===== config.mk =====
export PLATFORM = sky130hd
export DESIGN_NAME = uart_tx
export DESIGN_NICKNAME = d
export VERILOG_FILES = /design/src/rtl/uart_pkg.sv /design/src/rtl/uart_tx_fifo.sv /design/src/rtl/uart_tx.sv
export SDC_FILE = /design/constraint.sdc
export NUM_CORES = 1
export LEC_CHECK = 0
export ABC_AREA = 0
export CORE_ASPECT_RATIO = 0.6
export CORE_UTILIZATION = 25
export CTS_BUF_LIST = sky130_fd_sc_hd__clkbuf_4 sky130_fd_sc_hd__clkbuf_8
export DETAILED_ROUTE_END_ITERATION = 8
export REMOVE_ABC_BUFFERS = 1
export SYNTH_ARGS = -nofsm -noshare
export SYNTH_HDL_FRONTEND = slang
export SYNTH_SLANG_ARGS = --single-unit

===== constraint.sdc =====
create_clock -name clk -period 3.8 [get_ports clk]
set_clock_uncertainty 0.15 [all_clocks]
set_input_delay 0.76 -clock clk [delete_from_list [all_inputs] [get_ports clk]]
set_output_delay 0.76 -clock clk [all_outputs]
set_load 0.05 [all_outputs]

===== src/rtl/uart_pkg.sv =====
// Shared UART definitions: FSM state encoding, frame constants and the default divider.
// The PARITY state and parity helper exist only when UART_TX_PARITY_EN is defined.
package uart_pkg;

   localparam int   UART_DATA_BITS        = 8;
   localparam logic UART_IDLE_LEVEL       = 1'b1;
   localparam int   UART_DEFAULT_BAUD_DIV = 868;
   localparam int   UART_BAUD_CNT_W       = 16;

`ifdef UART_TX_PARITY_EN
   typedef enum logic [2:0] {
      ST_IDLE   = 3'd0,
      ST_START  = 3'd1,
      ST_DATA   = 3'd2,
      ST_PARITY = 3'd3,
      ST_STOP   = 3'd4
   } uart_state_e;

   function automatic logic even_parity(input logic [UART_DATA_BITS-1:0] data);
      return ^data;
   endfunction
`else
   typedef enum logic [2:0] {
      ST_IDLE  = 3'd0,
      ST_START = 3'd1,
      ST_DATA  = 3'd2,
      ST_STOP  = 3'd4
   } uart_state_e;
`endif

endpackage


===== src/rtl/uart_tx_fifo.sv =====
// Synchronous transmit FIFO: power-of-two depth with natural pointer wrap, occupancy
// count and full/empty flags. A push into a full FIFO is taken only together with a pop.
module uart_tx_fifo #(
   parameter int  DEPTH  = 8,
   parameter int  DATA_W = 8,
   localparam int PTR_W  = $clog2(DEPTH),
   localparam int CNT_W  = PTR_W + 1
) (
   input  logic              clk,
   input  logic              rst,
   input  logic              push_i,
   input  logic [DATA_W-1:0] push_data_i,
   input  logic              pop_i,
   output logic              accept_o,
   output logic [DATA_W-1:0] head_o,
   output logic [CNT_W-1:0]  count_o,
   output logic              full_o,
   output logic              empty_o
);

   logic [DATA_W-1:0] mem_q [DEPTH];
   logic [PTR_W-1:0]  wr_ptr_q, wr_ptr_d;
   logic [PTR_W-1:0]  rd_ptr_q, rd_ptr_d;
   logic [CNT_W-1:0]  count_q, count_d;
   logic              pop_ok;

   assign full_o   = (count_q == CNT_W'(DEPTH));
   assign empty_o  = (count_q == '0);
   assign pop_ok   = pop_i && !empty_o;
   assign accept_o = push_i && (!full_o || pop_ok);
   assign head_o   = mem_q[rd_ptr_q];
   assign count_o  = count_q;

   always_comb begin
      wr_ptr_d = wr_ptr_q;
      rd_ptr_d = rd_ptr_q;
      count_d  = count_q;
      if (accept_o) wr_ptr_d = wr_ptr_q + PTR_W'(1);
      if (pop_ok)   rd_ptr_d = rd_ptr_q + PTR_W'(1);
      case ({accept_o, pop_ok})
         2'b10:   count_d = count_q + CNT_W'(1);
         2'b01:   count_d = count_q - CNT_W'(1);
         default: count_d = count_q;
      endcase
   end

   always_ff @(posedge clk) begin
      if (rst) begin
         wr_ptr_q <= '0;
         rd_ptr_q <= '0;
         count_q  <= '0;
      end else begin
         wr_ptr_q <= wr_ptr_d;
         rd_ptr_q <= rd_ptr_d;
         count_q  <= count_d;
      end
   end

   // NOTE: storage is deliberately not reset; an entry is only read after the count shows it written.
   always_ff @(posedge clk) begin
      if (accept_o && !rst) mem_q[wr_ptr_q] <= push_data_i;
   end

endmodule


===== src/rtl/uart_tx.sv =====
// UART transmitter with a byte FIFO fed by an MMIO write strobe; 8N1 frames by default,
// 8E1 (even parity bit after the data) when UART_TX_PARITY_EN is defined.
module uart_tx
   import uart_pkg::*;
#(
   parameter int  BAUD_DIV   = UART_DEFAULT_BAUD_DIV,
   parameter int  FIFO_DEPTH = 8,
   localparam int CNT_W      = $clog2(FIFO_DEPTH) + 1
) (
   input  logic                      clk,
   input  logic                      rst,
   input  logic                      wr_en,
   input  logic [UART_DATA_BITS-1:0] wr_data,
   output logic                      fifo_full,
   output logic [CNT_W-1:0]          fifo_count,
   output logic                      tx_busy,
   output logic                      overflow,
   output logic                      txd
);

   localparam logic [UART_BAUD_CNT_W-1:0] BAUD_RELOAD = UART_BAUD_CNT_W'(BAUD_DIV - 1);

   uart_state_e                state_q, state_d;
   logic [UART_BAUD_CNT_W-1:0] baud_cnt_q, baud_cnt_d;
   logic [2:0]                 bit_idx_q, bit_idx_d;
   logic [UART_DATA_BITS-1:0]  shift_q, shift_d;
   logic                       txd_q, txd_d;
   logic                       overflow_q, overflow_d;
`ifdef UART_TX_PARITY_EN
   logic                       parity_q, parity_d;
`endif

   logic                      start_frame;
   logic                      bit_end;
   logic                      fifo_accept;
   logic                      fifo_empty;
   logic [UART_DATA_BITS-1:0] fifo_head;

   uart_tx_fifo #(
      .DEPTH  (FIFO_DEPTH),
      .DATA_W (UART_DATA_BITS)
   ) u_fifo (
      .clk         (clk),
      .rst         (rst),
      .push_i      (wr_en),
      .push_data_i (wr_data),
      .pop_i       (start_frame),
      .accept_o    (fifo_accept),
      .head_o      (fifo_head),
      .count_o     (fifo_count),
      .full_o      (fifo_full),
      .empty_o     (fifo_empty)
   );

   assign bit_end = (baud_cnt_q == '0);

   always_comb begin
      // NOTE: every next-state signal takes its hold value first, so no path through the case infers a latch.
      state_d     = state_q;
      baud_cnt_d  = baud_cnt_q;
      bit_idx_d   = bit_idx_q;
      shift_d     = shift_q;
      txd_d       = txd_q;
`ifdef UART_TX_PARITY_EN
      parity_d    = parity_q;
`endif
      start_frame = 1'b0;

      if (state_q != ST_IDLE) begin
         baud_cnt_d = bit_end ? BAUD_RELOAD : baud_cnt_q - UART_BAUD_CNT_W'(1);
      end

      case (state_q)
         ST_IDLE: begin
            start_frame = !fifo_empty;
         end
         ST_START: begin
            if (bit_end) begin
               state_d = ST_DATA;
               txd_d   = shift_q[0];
            end
         end
         ST_DATA: begin
            if (bit_end) begin
               bit_idx_d = bit_idx_q + 3'd1;
               if (bit_idx_q == 3'(UART_DATA_BITS - 1)) begin
`ifdef UART_TX_PARITY_EN
                  state_d = ST_PARITY;
                  txd_d   = parity_q;
`else
                  state_d = ST_STOP;
                  txd_d   = UART_IDLE_LEVEL;
`endif
               end else begin
                  shift_d = shift_q >> 1;
                  txd_d   = shift_q[1];
               end
            end
         end
`ifdef UART_TX_PARITY_EN
         ST_PARITY: begin
            if (bit_end) begin
               state_d = ST_STOP;
               txd_d   = UART_IDLE_LEVEL;
            end
         end
`endif
         ST_STOP: begin
            // A queued byte starts its frame straight out of the stop bit, with no idle gap.
            if (bit_end) begin
               if (!fifo_empty) begin
                  start_frame = 1'b1;
               end else begin
                  state_d = ST_IDLE;
                  txd_d   = UART_IDLE_LEVEL;
               end
            end
         end
         default: begin
            state_d = ST_IDLE;
            txd_d   = UART_IDLE_LEVEL;
         end
      endcase

      if (start_frame) begin
         state_d    = ST_START;
         txd_d      = ~UART_IDLE_LEVEL;
         shift_d    = fifo_head;
         baud_cnt_d = BAUD_RELOAD;
         bit_idx_d  = '0;
`ifdef UART_TX_PARITY_EN
         parity_d   = even_parity(fifo_head);
`endif
      end
   end

   assign overflow_d = overflow_q | (wr_en & ~fifo_accept);

   always_ff @(posedge clk) begin
      if (rst) begin
         state_q    <= ST_IDLE;
         baud_cnt_q <= '0;
         bit_idx_q  <= '0;
         shift_q    <= '0;
         txd_q      <= UART_IDLE_LEVEL;
         overflow_q <= 1'b0;
`ifdef UART_TX_PARITY_EN
         parity_q   <= 1'b0;
`endif
      end else begin
         state_q    <= state_d;
         baud_cnt_q <= baud_cnt_d;
         bit_idx_q  <= bit_idx_d;
         shift_q    <= shift_d;
         txd_q      <= txd_d;
         overflow_q <= overflow_d;
`ifdef UART_TX_PARITY_EN
         parity_q   <= parity_d;
`endif
      end
   end

   assign txd      = txd_q;
   assign overflow = overflow_q;
   assign tx_busy  = (state_q != ST_IDLE) || !fifo_empty;

endmodule


==> summary.txt <==
DRT Pass-1 Iters: 5
Worst setup path class: reg2out
Register area share after synthesis: 59.27%
Vias post-DR: 3059
Placed Cells: 614
Setup crit start kind: flip-flop
Worst Max-Slew Pin Slew: 0.8358 ns
Hpwl dp: 7268 um
Post-Syn Instances: 360
Post-synth EDFFs: 64
Final WS setup: 0.4203 ns
Die ar.: 0.01962 mm2
Crit-path max FO: 10
Core Region: 0.01835 mm2
Antenna violations before repair: 0
Worst r2r path cells: 13
Pleak: 1.746 nW
Synth top area cells: edfxtp_1 (40%), dfxtp_1 (19%), mux4_2 (7.6%)
Post-place setup slack: 0.4757 ns
Syn. warnings: 0
Compound-gate portion of the synthesized area: 10.22%
Area leader, netlist: edfxtp_1
Final non-filler cell total: 630
Endpoints failing hold: 0
Crit path capture type: output pin
Layout area overhead: 15.29%
Most frequent cell after synthesis: edfxtp_1
N_diodes: 0
Vias in the first global route: 3096
Worst slew margin: 42.84%
Total Wirelength: 10240 um
Routability cong.: 0.7853
Post-CTS setup buffer count: 0
CP required: 2.89 ns
Commonest cells in the netlist: edfxtp_1 (64), dfxtp_1 (45), nor2_1 (29)
Yosys reg bits: 109
Hold path depth: 2
Distinct cells, synth: 56
Mux contribution to synthesized area: 11.04%
Hold Buf Count CTS: 0
Synth Cell Area: 0.004762 mm2
Starting Density: 25.95%
Synth Area in Simple Gates: 12.24%
Vias per inst: 4.856
Largest net degree at the start of global routing: 20
Drt wl/cell: 16.26 um
Remaining antenna violation count: 0
PwrDens: 695.4 mW/mm2
Nets: 405
Post-Synth Adder-Cell Area: 2.365%
Layout Utilization: 29.92%
Total track usage: 11.24%
CTS tree: done
Iter 0 DRT Violations: 306
VDD IR max: 327.7 uV
Largest family of logic cells by synthesized area: simple AND/OR/NAND/NOR gates
Post-synth top area share: 40.36%
Global-route wire length before repair: 16600 um
Gr ovfl total: 0
Buffers on Ports: 18
TritonCTS Buffers: 9
Mean Syn Cell Area: 13.23 um2
Hold WS: 0.3090 ns
Final Total Pwr: 3.818 mW
H-tree levels: 3
Setup TNS: 0 ns
CTS resizes: 0
Minimum clock period: 3.380 ns
# DRC: 0
Unrepaired setup endpoints after global routing: no
Final slew viol count: 0
Period Utilization, post-route: 88.94%
IO Pins: 19
Row count: 38
Clock slew at reported path FFs: 0.10 ns
Clock sinks: 109
Async SR Flop Fraction: 0%
Layout cells sized above 1: 18.72%
Min-delay worst type: reg2reg
Synth Area in XOR/XNOR: 2.391%
CP arrival: 2.47 ns
Clk_lat worst skew: 0.38 ns
Placed inst area: 0.005285 mm2
Longest Clk Path Bufs: 2
Clk root buf: clkbuf_8
MaxCap Viol Count: 0
DIE WIDTH: 180.2 um
Final instance area: 0.005490 mm2
Ys flop type: edfxtp_1
Die Y: 108.9 um
Fmax achieved: 295.9 MHz
# setup viols final: 0
Status: finished clean
## final cells by class
cell class,count,area [um2]
well taps,240,300.3
inverters,9,33.78
repair buffers,34,300.3
clock buffers,9,123.9
fillers,1833,12860
flip-flops and latches,109,2823
clock inverters,7,81.33
multi-input cells,222,1828
## placed cells by master, fill, tap and decap left out, drive strengths merged, types with 7 or more instances in the layout
cell	count
nor4	11
clkdlybuf4s50	18
inv	12
nor2	31
edfxtp	64
nand2	9
nand3	7
mux2i	12
dfxtp	45
buf	16
ha	9
o21ai	12
mux4	16
nor3	12
a21oi	21
clkbuf	9
xnor2	8
## path summary, 6_finish.rpt
check,end,slack [ns],start
max,tx_busy,0.42,state_q[0]
min reg2reg,overflow,0.31,overflow
max reg2reg,u_fifo.count_o[2],0.47,u_fifo.count_o[1]
min,overflow,0.31,overflow
## cells by family (layout without fill, tap and decap cells)
logic type / count (synthesis) / count (layout)
compound gates: 72 / 72
mux: 32 / 32
fa+ha+maj: 9 / 9
flops: 109 / 109
xor+xnor: 13 / 13
buf+inv: 29 / 59
simple gates: 96 / 96
## flip-flops by register name, indices dropped and copies added, names as in the netlist, named ones only
name	count
u_fifo.mem_q	64
u_fifo.rd_ptr_q	3
overflow	1
txd	1
u_fifo.count_o	4
baud_cnt_q	16
u_fifo.wr_ptr_q	3
state_q	3
bit_idx_q	3
shift_q	8
## critical path: stages (launching register included)
cell             delay [ns]
dfxtp_1                0.42
nor3_2                 0.52
nand2_1                0.36
clkdlybuf4s50_1        0.79
## per-layer routing
layer | up-vias | global-route usage (%) | routed length, um
met5 | - | 0 | 0
met1 | 1514 | 15.88 | 5167
met2 | 94 | 16.28 | 4323
li1 | 1442 | - | -
met4 | 0 | 3.602 | 111
met3 | 9 | 3.507 | 642
## power by group
| part | internal [mW] | switching (mW) |
|---|---|---|
| combinational | 0.609 | 0.922 |
| clock | 0.315 | 0.412 |
| sequential | 1.40 | 0.163 |
| total | 2.32 | 1.50 |
Note: power is estimated with default switching activity, not from simulation.
